**config.mk**
```make
export PLATFORM = sky130hd
export DESIGN_NAME = fetch_stage_flat
export DESIGN_NICKNAME = d
export VERILOG_FILES = /design/src/rtl/fetch_stage_if.sv /design/src/rtl/fetch_stage.sv /design/src/flat_wrapper.sv
export SDC_FILE = /design/constraint.sdc
export NUM_CORES = 1
export LEC_CHECK = 0
export ABC_AREA = 1
export BUFFER_PORTS_ARGS = -buffer_cell sky130_fd_sc_hd__buf_2
export CAP_MARGIN = 10
export CORE_MARGIN = 1.5
export CORE_UTILIZATION = 51
export DETAILED_ROUTE_END_ITERATION = 7
export PLACE_DENSITY = 0.82
export SLEW_MARGIN = 20
export SYNTH_ARGS = -nofsm -noshare
export SYNTH_HDL_FRONTEND = slang
export SYNTH_SLANG_ARGS = --single-unit
```
**constraint.sdc**
```tcl
create_clock -name clk -period 6.55 [get_ports clk]
set_input_delay 1.31 -clock clk [delete_from_list [all_inputs] [get_ports clk]]
set_output_delay 1.31 -clock clk [all_outputs]
set_load 0.03 [all_outputs]
```
**src/rtl/fetch_stage_if.sv**
```systemverilog
// Instruction-memory port of the fetch stage.
//
// Handshake: a read request transfers on every rising edge where IMemReq and
// IMemGnt are both 1; while IMemReq is 1 and IMemGnt is 0 the requester holds
// IMemAddr stable. The requester may drop IMemReq without a grant (redirect).
// Read data comes back in request order, one word per cycle with IMemRdValid=1,
// at least one cycle after its grant, and cannot be back-pressured.
interface fetch_stage_if;
   logic        IMemReq;
   logic [31:0] IMemAddr;
   logic        IMemGnt;
   logic        IMemRdValid;
   logic [31:0] IMemRdData;

   modport master (
      output IMemReq,
      output IMemAddr,
      input  IMemGnt,
      input  IMemRdValid,
      input  IMemRdData
   );

   modport slave (
      input  IMemReq,
      input  IMemAddr,
      output IMemGnt,
      output IMemRdValid,
      output IMemRdData
   );
endinterface

```
**src/rtl/fetch_stage.sv**
```systemverilog
// Instruction-fetch stage: owns PCF, issues in-order reads, keeps returned
// words with their PCs in a tagged circular queue and drives the IF/ID
// register. Responses belonging to requests killed by a redirect are counted
// in disc_cnt and dropped as they return.
module fetch_stage #(
   parameter logic [31:0] RESET_PC = 32'h0000_0000,
   parameter int          DEPTH    = 4
) (
   input  logic          clk,
   input  logic          rst_n,
   fetch_stage_if.master imem,
   input  logic          StallD,
   input  logic          FlushD,
   input  logic          PCSrcE,
   input  logic [31:0]   PCTargetE,
   output logic [31:0]   InstrD,
   output logic [31:0]   PCD,
   output logic [31:0]   PCPlus4D,
   output logic          ValidD
);

   localparam int               PTR_W     = (DEPTH > 1) ? $clog2(DEPTH) : 1;
   localparam int               CNT_W     = PTR_W + 1;
   localparam logic [CNT_W:0]   DEPTH_X   = (CNT_W + 1)'(DEPTH);
   localparam logic [31:0]      NOP_INSTR = 32'h0000_0013;

   // Architectural and queue state
   logic [31:0]      pcf;
   logic [31:0]      q_pc    [DEPTH];
   logic [31:0]      q_instr [DEPTH];
   logic [DEPTH-1:0] q_filled;
   logic [PTR_W-1:0] rd_ptr, wr_ptr, fill_ptr;
   logic [CNT_W-1:0] used_cnt, unfilled_cnt, disc_cnt;

   // Next-state values of the queue bookkeeping
   logic [PTR_W-1:0] rd_ptr_nxt, wr_ptr_nxt, fill_ptr_nxt;
   logic [CNT_W-1:0] used_cnt_nxt, unfilled_cnt_nxt, disc_cnt_nxt;

   // Per-cycle events
   logic           alloc;
   logic           resp;
   logic           drop;
   logic           fill;
   logic           err_spurious;
   logic           head_filled;
   logic           pop;
   logic [CNT_W:0] occupancy;

   // The low target bits are architecturally forced to zero
   logic unused_tgt_bits;
   assign unused_tgt_bits = ^PCTargetE[1:0];

   // Entries plus discards in flight must stay below DEPTH to issue; a redirect
   // cycle never issues because PCF is about to change.
   assign occupancy     = {1'b0, used_cnt} + {1'b0, disc_cnt};
   assign imem.IMemReq  = rst_n && !PCSrcE && (occupancy < DEPTH_X);
   assign imem.IMemAddr = pcf;

   // Classify this cycle's grant, response and decode-side pop
   always_comb begin
      alloc        = imem.IMemReq && imem.IMemGnt;
      resp         = imem.IMemRdValid;
      drop         = resp && (disc_cnt != '0);
      fill         = resp && (disc_cnt == '0) && (unfilled_cnt != '0);
      err_spurious = resp && (disc_cnt == '0) && (unfilled_cnt == '0);
      head_filled  = (used_cnt != '0) && q_filled[rd_ptr];
      pop          = !PCSrcE && !FlushD && !StallD && head_filled;
   end

   // Next pointers/counters; a redirect empties the queue and converts every
   // still-unfilled entry into a pending discard
   always_comb begin
      rd_ptr_nxt       = rd_ptr;
      wr_ptr_nxt       = wr_ptr;
      fill_ptr_nxt     = fill_ptr;
      used_cnt_nxt     = used_cnt;
      unfilled_cnt_nxt = unfilled_cnt;
      disc_cnt_nxt     = disc_cnt;
      if (PCSrcE) begin
         rd_ptr_nxt       = '0;
         wr_ptr_nxt       = '0;
         fill_ptr_nxt     = '0;
         used_cnt_nxt     = '0;
         unfilled_cnt_nxt = '0;
         disc_cnt_nxt     = disc_cnt + unfilled_cnt - CNT_W'(fill) - CNT_W'(drop);
      end else begin
         rd_ptr_nxt       = rd_ptr + PTR_W'(pop);
         wr_ptr_nxt       = wr_ptr + PTR_W'(alloc);
         fill_ptr_nxt     = fill_ptr + PTR_W'(fill);
         used_cnt_nxt     = used_cnt + CNT_W'(alloc) - CNT_W'(pop);
         unfilled_cnt_nxt = unfilled_cnt + CNT_W'(alloc) - CNT_W'(fill);
         disc_cnt_nxt     = disc_cnt - CNT_W'(drop);
      end
   end

   // Register the queue bookkeeping
   always_ff @(posedge clk or negedge rst_n) begin
      if (!rst_n) begin
         rd_ptr       <= '0;
         wr_ptr       <= '0;
         fill_ptr     <= '0;
         used_cnt     <= '0;
         unfilled_cnt <= '0;
         disc_cnt     <= '0;
      end else begin
         rd_ptr       <= rd_ptr_nxt;
         wr_ptr       <= wr_ptr_nxt;
         fill_ptr     <= fill_ptr_nxt;
         used_cnt     <= used_cnt_nxt;
         unfilled_cnt <= unfilled_cnt_nxt;
         disc_cnt     <= disc_cnt_nxt;
      end
   end

   // Fetch PC: redirect wins, otherwise advance by one word per grant
   always_ff @(posedge clk or negedge rst_n) begin
      if (!rst_n) begin
         pcf <= RESET_PC;
      end else if (PCSrcE) begin
         pcf <= {PCTargetE[31:2], 2'b00};
      end else if (alloc) begin
         pcf <= pcf + 32'd4;
      end
   end

   // Entry payload: PC captured at grant, word captured at fill
   always_ff @(posedge clk) begin
      if (alloc) begin
         q_pc[wr_ptr] <= pcf;
      end
      if (fill) begin
         q_instr[fill_ptr] <= imem.IMemRdData;
      end
   end

   // Filled flags; allocation and fill never hit the same entry in one cycle
   always_ff @(posedge clk or negedge rst_n) begin
      if (!rst_n) begin
         q_filled <= '0;
      end else if (PCSrcE) begin
         q_filled <= '0;
      end else begin
         if (alloc) begin
            q_filled[wr_ptr] <= 1'b0;
         end
         if (fill) begin
            q_filled[fill_ptr] <= 1'b1;
         end
      end
   end

   // IF/ID register: redirect, then flush, then stall, then pop or bubble
   always_ff @(posedge clk or negedge rst_n) begin
      if (!rst_n) begin
         InstrD   <= NOP_INSTR;
         PCD      <= 32'h0;
         PCPlus4D <= 32'h0;
         ValidD   <= 1'b0;
      end else if (PCSrcE || FlushD) begin
         InstrD <= NOP_INSTR;
         ValidD <= 1'b0;
      end else if (!StallD) begin
         if (head_filled) begin
            InstrD   <= q_instr[rd_ptr];
            PCD      <= q_pc[rd_ptr];
            PCPlus4D <= q_pc[rd_ptr] + 32'd4;
            ValidD   <= 1'b1;
         end else begin
            InstrD <= NOP_INSTR;
            ValidD <= 1'b0;
         end
      end
   end

   // A response with nothing to fill and nothing to discard is a memory bug
   a_no_spurious : assert property (@(posedge clk) disable iff (!rst_n) !err_spurious);

   // Queue entries plus pending discards never exceed the queue size
   a_no_overflow : assert property (@(posedge clk) disable iff (!rst_n) occupancy <= DEPTH_X);

endmodule

```
**src/flat_wrapper.sv**
```systemverilog
// flat-port wrapper written by rule: the top's interface ports become plain ports
module fetch_stage_flat 
#(
   parameter logic [31:0] RESET_PC = 32'h0000_0000,
   parameter int          DEPTH    = 4
)
  (clk, rst_n, StallD, FlushD, PCSrcE, PCTargetE, InstrD, PCD, PCPlus4D, ValidD, imem_IMemReq, imem_IMemAddr, imem_IMemGnt, imem_IMemRdValid, imem_IMemRdData);
  fetch_stage_if imem_i ();
  input  logic clk;
  input  logic rst_n;
  input  logic StallD;
  input  logic FlushD;
  input  logic PCSrcE;
  input  logic [31:0] PCTargetE;
  output logic [31:0] InstrD;
  output logic [31:0] PCD;
  output logic [31:0] PCPlus4D;
  output logic ValidD;
  output wire logic [$bits(imem_i.IMemReq)-1:0] imem_IMemReq;
  output wire logic [$bits(imem_i.IMemAddr)-1:0] imem_IMemAddr;
  input wire logic [$bits(imem_i.IMemGnt)-1:0] imem_IMemGnt;
  input wire logic [$bits(imem_i.IMemRdValid)-1:0] imem_IMemRdValid;
  input wire logic [$bits(imem_i.IMemRdData)-1:0] imem_IMemRdData;
  assign imem_IMemReq = imem_i.IMemReq;
  assign imem_IMemAddr = imem_i.IMemAddr;
  assign imem_i.IMemGnt = imem_IMemGnt;
  assign imem_i.IMemRdValid = imem_IMemRdValid;
  assign imem_i.IMemRdData = imem_IMemRdData;
  fetch_stage #(.RESET_PC(RESET_PC), .DEPTH(DEPTH)) u_core (.clk(clk), .rst_n(rst_n), .imem(imem_i), .StallD(StallD), .FlushD(FlushD), .PCSrcE(PCSrcE), .PCTargetE(PCTargetE), .InstrD(InstrD), .PCD(PCD), .PCPlus4D(PCPlus4D), .ValidD(ValidD));
endmodule
```
After elaboration in Yosys (flattened, before gate mapping)
Memories as Yosys holds them, arrays and structs flattened.
Cells that the tools add are included.
{"block": "word_totals", "regBits": 148, "ramBits": 256, "output_inout_bits": 130, "memories": 2}
{"memory": "u_core.q_instr", "depth": 4, "width": 32, "rd": 1, "rd_clocked_by_memory_dff": 0, "write_ports": 1, "line": "fetch_stage.sv:30", "source": "logic [31:0] q_instr [DEPTH];"}
{"memory": "u_core.q_pc", "depth": 4, "width": 32, "rd": 1, "rd_clocked_by_memory_dff": 0, "write_ports": 1, "line": "fetch_stage.sv:29", "source": "logic [31:0] q_pc [DEPTH];"}
{"block": "classes", "addsub": 14, "n_lt_le_gt_ge": 6, "eq_ne": 1, "mux": 28, "bitwise_logic": 5, "n_reduce_logical": 22}
{"operator": "32-bit two-way mux", "n": 5}
{"operator": "32-bit by 3-bit adder with 32-bit output (second input constant)", "n": 2}
{"operator": "4-bit two-way mux", "n": 4}
{"operator": "3-bit by 1-bit subtractor with 3-bit output", "n": 5}
{"operator": "1-bit logical AND", "n": 12}
{"operator": "1-bit two-way mux", "n": 10}
{"operator": "2-bit by 3-bit less-than comparator with 1-bit output (second input constant)", "n": 3}
{"operator": "3-bit two-way mux", "n": 3}
{"operator": "3-bit nonzero test", "n": 3}
{"operator": "2-bit by 1-bit adder with 2-bit output", "n": 3}
{"operator": "3-bit by 1-bit adder with 3-bit output", "n": 2}
{"operator": "2-bit two-way mux", "n": 3}
{"operator": "3-bit by 3-bit adder with 4-bit output", "n": 1}
{"operator": "4-bit AND", "n": 1}
{"operator": "1-bit demux with 2-bit select", "n": 2}
{"operator": "2-bit by 1-bit greater-or-equal comparator with 1-bit output (second input constant)", "n": 2}
{"operator": "4-bit by 3-bit less-than comparator with 1-bit output (second input constant)", "n": 1}
{"operator": "4-bit NOT", "n": 1}
{"operator": "4-bit bitwise OR", "n": 1}
{"operator": "3-bit adder", "n": 1}
{"operator": "1-bit logical NOT", "n": 3}
{"operator": "3-bit logical NOT", "n": 1}
{"operator": "3-bit AND reduction", "n": 1}
{"operator": "1-bit binary-select mux with 2-bit select", "n": 1}
{"operator": "other kinds (4)", "n": 5}

Logic depth before layout (Yosys ltp)
{"block": "logic_depth", "ltp_word": 11, "mapped_depth": 18, "ltp_nobuf": 16}

Worst setup path before layout
Ideal clock, no wire load.
{"block": "synth_path", "path_type": "input to register", "start": "in PCSrcE", "end": "reg u_core.q_filled[0]", "setup_ps": 136, "t_arrival_ps": 5064, "t_required_ps": 6414, "setup_slack_ps": 1350, "cell_stages": 7, "path_cell_list": "inv_2 nand2_1 nor3_1 nand2_1 nor3_1 or2_2 a21oi_1"}
{"block": "synth_between", "elab_chain_len": 9}
{"element": "start: declaration", "line": "flat_wrapper.sv:13", "source": "input logic PCSrcE;"}
{"element": "1-bit logical NOT (*)", "line": "fetch_stage.sv:56", "source": "assign imem.IMemReq = rst_n && !PCSrcE && (occupancy < DEPTH_X);"}
{"element": "1-bit logical AND (*) (2 in a row)", "line": "fetch_stage.sv:56"}
{"element": "named net imem_IMemReq", "line": "flat_wrapper.sv:19", "source": "output wire logic [$bits(imem_i.IMemReq)-1:0] imem_IMemReq;"}
{"element": "1-bit logical AND (*)", "line": "fetch_stage.sv:61", "source": "alloc = imem.IMemReq && imem.IMemGnt;"}
{"element": "4-bit two-way mux (*)", "line": "fetch_stage.sv:143", "source": "if (alloc) begin"}
{"element": "4-bit two-way mux (*)", "line": "fetch_stage.sv:140", "source": "end else if (PCSrcE) begin"}
{"element": "4-bit bitwise OR (no line)"}
{"element": "4-bit two-way mux (*)", "line": "fetch_stage.sv:146", "source": "if (fill) begin"}
{"element": "4-bit two-way mux (*)", "line": "fetch_stage.sv:140"}
{"element": "end signal: assignment", "line": "fetch_stage.sv:139", "source": "q_filled <= '0;"}
{"element": "end signal: assignment", "line": "fetch_stage.sv:141", "source": "q_filled <= '0;"}
{"element": "end signal: indexed assignment", "line": "fetch_stage.sv:147", "source": "q_filled[fill_ptr] <= 1'b1;"}
{"element": "end: declaration", "line": "fetch_stage.sv:31", "source": "logic [DEPTH-1:0] q_filled;"}
The timed path passes the listed nets; every way through them passes the cells marked *. The select of a mux whose other input is x is not followed.
A chain may end at the register's enable or synchronous reset.

Worst setup path in the final report
{"block": "layout_path", "start": "reg u_core.rd_ptr[0]", "end": "reg u_core.used_cnt[2]"}
{"block": "layout_between", "elab_chain_len": 6}
{"element": "start: declaration", "line": "fetch_stage.sv:32", "source": "logic [PTR_W-1:0] rd_ptr, wr_ptr, fill_ptr;"}
{"element": "start signal: assignment", "line": "fetch_stage.sv:106", "source": "rd_ptr <= rd_ptr_nxt;"}
{"element": "1-bit binary-select mux with 2-bit select", "line": "fetch_stage.sv:66", "source": "head_filled = (used_cnt != '0) && q_filled[rd_ptr];"}
{"element": "1-bit two-way mux (not written as such)", "line": "fetch_stage.sv:66"}
{"element": "1-bit logical AND", "line": "fetch_stage.sv:66"}
{"element": "1-bit logical AND", "line": "fetch_stage.sv:67", "source": "pop = !PCSrcE && !FlushD && !StallD && head_filled;"}
{"element": "3-bit by 1-bit subtractor with 3-bit output", "line": "fetch_stage.sv:90", "source": "used_cnt_nxt = used_cnt + CNT_W'(alloc) - CNT_W'(pop);"}
{"element": "3-bit two-way mux", "line": "fetch_stage.sv:79", "source": "if (PCSrcE) begin"}
{"element": "named net u_core.used_cnt_nxt[2]", "line": "fetch_stage.sv:37", "source": "logic [CNT_W-1:0] used_cnt_nxt, unfilled_cnt_nxt, disc_cnt_nxt;"}
{"element": "end signal: assignment", "line": "fetch_stage.sv:109", "source": "used_cnt <= used_cnt_nxt;"}
{"element": "end: declaration", "line": "fetch_stage.sv:33", "source": "logic [CNT_W-1:0] used_cnt, unfilled_cnt, disc_cnt;"}
The timed path passes the listed nets, and every way through them passes these cells. The select of a mux whose other input is x is not followed.

==> metrics.cfg <==
[status]
status=finished clean

[synthesis]
syn_inst=1595
syn_area_um2=17000
ys_types=49
synth_edf_count=248
yosys_warnings=0
yosysSeqAreaShare_pct=64.7
synth_area_leaders=edfxtp_1 44%, dfrtp_1 20%, nand2_1 9.3%
ys.flop_type=edfxtp_1
synth_top_cell_by_area=edfxtp_1
syn_avg_cell_area_um2=10.7
ys_ff_latch=390
synth_most_common_cell=nand2_1
synth_async_sr_flop_share_pct=36.4
synth_top_area_share_pct=43.8
synth_commonest_cells=422 x nand2_1, 248 x edfxtp_1, 139 x dfrtp_1, 139 x nor2_1, 113 x o21ai_0

[global_route]
grt_pass1_vias=11700
grt_use_total_pct=23.3
antenna_found_initial=4
grt_pass1_wl_um=61800
grt_max_degree=124
grt-ovfl-total=0

[critical_path]
worstSetupPathType=reg2reg
cp_max_fo=123
cp_data_arrival_time_ns=4.66
cp_top_family=buffers and inverters
crit_chain=inv_6, o211ai_1, nand2_1, nand3_2, inv_2, ha_1, inv_1, ha_1, inv_1, fa_1, o21ai_0, a21oi_1
slowest_stage=inv_6
critPathMaxStageDelay_ns=0.77
rr_startpoint=u_core.rd_ptr[0]
path_buf_inv=4
crit_required_ns=6.96
worst_setup_path_end_kind=flip-flop
cp-startpoint=u_core.rd_ptr[0]
start_kind=flip-flop

[power_and_ir_drop]
seqPwrFrac_pct=50.1
p_sw_share_pct=26.8
power-per-cell-area_nw_per_um2=299
p_int_mw=4.26
ir_drop_v=0.000157
p_leak_nw=8.47
finalPower_mw=5.82
switchingPower_mw=1.56
p_clk_share_pct=37.1
combPwrFrac_pct=12.8

[placed_design]
port_buffers=192
placed_area_um2=18200
detailed_place_hpwl_um=25200
gp_congestion=0.892

[timing]
min_period_ns=4.24
rsz0062_at_grt=no
drv_slew=0
hold_viol=0
fin_crit_sh_pct=64.8
worst_pin_slew_ns=1.03
hold_slack_ns=0.476
finalSetupViolCount=0
relSlewSlack_pct=30.6
max_freq_mhz=236
fin_worst_skew_ns=0.0285
tns_ns=0

[drt]
ant_nets=0
via_per_inst=5.45
wire_per_inst_um=17.9
wl_um=40100
first_iter_violations=1216
drt_pass1_iterations=5
vias=12200
drc=0

[floorplanning]
ios=201
start_util_pct=52.0
die_w_um=186
dieHeight_um=186
core.rowCount=66
die-area_um2=34400
core_area_um2=32700

[worst_hold_path]
hold_start=u_core.PCPlus4D[2]
hold_class=reg2reg

[layout]
fillers=2637
stdcell_area_um2=19500
nets=1859
area_growth_pct=14.6
drive_gt1_share_pct=18.0

[clock_network]
clk_latency_ns=0.53
numCtsBuffers=40
postCtsHoldBufs=0
ctsResizeCount=0
cts_tree=built
cts.clk_slew.worst_paths_ns=0.06
cts_buffer_depth=3
htreeDepth=2
cts.sinks=390
cts_setup_buffers=0
clock-root-buffer=clkbuf_16

[flow_run]
maxCapViolCount=0

==> cells by family (layout without fill, tap and decap cells) <==
| group | count (synthesis) | in the layout | share of synthesized area [%] |
|---|---|---|---|
| AOI/OAI and AO/OA | 242 | 242 | 8.81 |
| xor gates and xnor gates | 32 | 32 | 1.65 |
| adders and majority gates | 20 | 20 | 1.69 |
| buffers and inverters | 192 | 391 | 5.33 |
| DFF | 390 | 390 | 64.7 |
| other | 1 | 9 | 0.0221 |
| and+or+nand+nor | 718 | 718 | 17.8 |
==> worst paths after layout <==
path / to / cells past startpoint / slack (ns)
max: u_core.used_cnt[2] / 12 / 2.31
min: u_core.PCPlus4D[2] / 2 / 0.48
max in group asynchronous: u_core.rd_ptr[0] / 2 / 4.22
max reg2reg: u_core.used_cnt[2] / 12 / 2.31
min reg2reg: u_core.PCPlus4D[2] / 2 / 0.48
min in group asynchronous: u_core.imem.IMemAddr[25] / 1 / 0.79
==> power by group through the flow <==
stage / sequential, mW / combinational [mW] / clock (mW)
final: 2.92 / 0.747 / 2.16
after global routing: 2.93 / 0.834 / 2.29
after CTS: 2.91 / 0.752 / 2.19
after detailed placement: 2.96 / 0.749 / 0
after global placement: 2.95 / 0.715 / 0
after floorplan: 3.07 / 0.362 / 0
==> worst reg2reg max path: cells and delay by family (launching register included) <==
family,cells,cell delay [ns]
buffers and inverters,4,1.61
DFF,1,0.74
AOI/OAI and AO/OA,3,0.41
adders and majority gates,3,0.90
and+or+nand+nor,2,0.47
==> cell type report <==
class / instances / area [um2] / share of cell area (%)
Sequential cell: 390 / 11000 / 56.5
Clock buffer: 56 / 1110 / 5.72
Antenna cell: 3 / 7.51 / 0.0385
Inverter: 114 / 435 / 2.24
Multi-Input combinational cell: 1018 / 5160 / 26.5
Clock inverter: 17 / 143 / 0.732
Tap cell: 442 / 553 / 2.84
Timing Repair Buffer: 204 / 1060 / 5.43
==> metrics by stage <==
stage | instances | setup slack [ns] | util [%]
after floorplan | 1600 | 1.35 | -
after global placement | 2168 | 2.33 | 55.7
after detailed placement | 2168 | 2.25 | 55.7
after CTS | 2241 | 2.32 | 59.5
after global routing | 2244 | 1.98 | 59.6
final | 2244 | 2.31 | 59.6
==> per-layer routing <==
metal  up-vias  GRT usage, %  share of wire [%]
met3        75          3.35                7.5
met4         2          8.29                2.7
met2       508          36.8                 47
met5         -             0              0.017
li1       5760             -                  -
met1      5880          33.1                 43
==> cells in the final DEF, fill, tap and decap left out, types with 4 or more instances in the layout <==
| cell | Yosys | routed |
|---|---|---|
| nand2_1 | 422 | 422 |
| edfxtp_1 | 248 | 248 |
| buf_2 | 25 | 191 |
| dfrtp_1 | 139 | 137 |
| nor2_1 | 139 | 136 |
| o21ai_0 | 113 | 113 |
| inv_1 | 107 | 106 |
| nand3_1 | 88 | 88 |
| clkbuf_16 | 0 | 40 |
| o22ai_1 | 32 | 32 |
| a22o_1 | 29 | 29 |
| xor2_1 | 22 | 22 |
| o21a_1 | 19 | 19 |
| o211ai_1 | 15 | 15 |
| nand4_1 | 15 | 15 |
| ha_1 | 15 | 15 |
| nand2_2 | 12 | 12 |
| buf_4 | 16 | 12 |
| nor2_2 | 11 | 11 |
| a21oi_1 | 11 | 11 |
| xnor2_1 | 10 | 10 |
| clkbuf_1 | 27 | 10 |
| o21ai_1 | 7 | 7 |
| nand3_2 | 6 | 6 |
| nor3_1 | 11 | 6 |
| o221ai_1 | 6 | 6 |
| conb_1 | 1 | 6 |
| inv_2 | 5 | 5 |
| nor3_2 | 0 | 5 |
| nor2_4 | 2 | 5 |
| fa_1 | 5 | 5 |
| clkbuf_8 | 0 | 5 |
| clkinv_2 | 0 | 5 |
| or2_2 | 4 | 4 |
| clkinv_1 | 0 | 4 |
==> registers in the layout, summed over array words and instances, names as in the netlist <==
signal and count:
u_core.fill_ptr 2, u_core.PCPlus4D 30, u_core.ValidD 1, u_core.InstrD 32, u_core.used_cnt 3, u_core.q_filled 4, u_core.unfilled_cnt 3, u_core.wr_ptr 2
u_core.rd_ptr 2, u_core.imem.IMemAddr 30, u_core.PCD 30, u_core.q_pc 120, u_core.disc_cnt 3, u_core.q_instr 128
No activity file was read; power rests on OpenSTA's default activity.
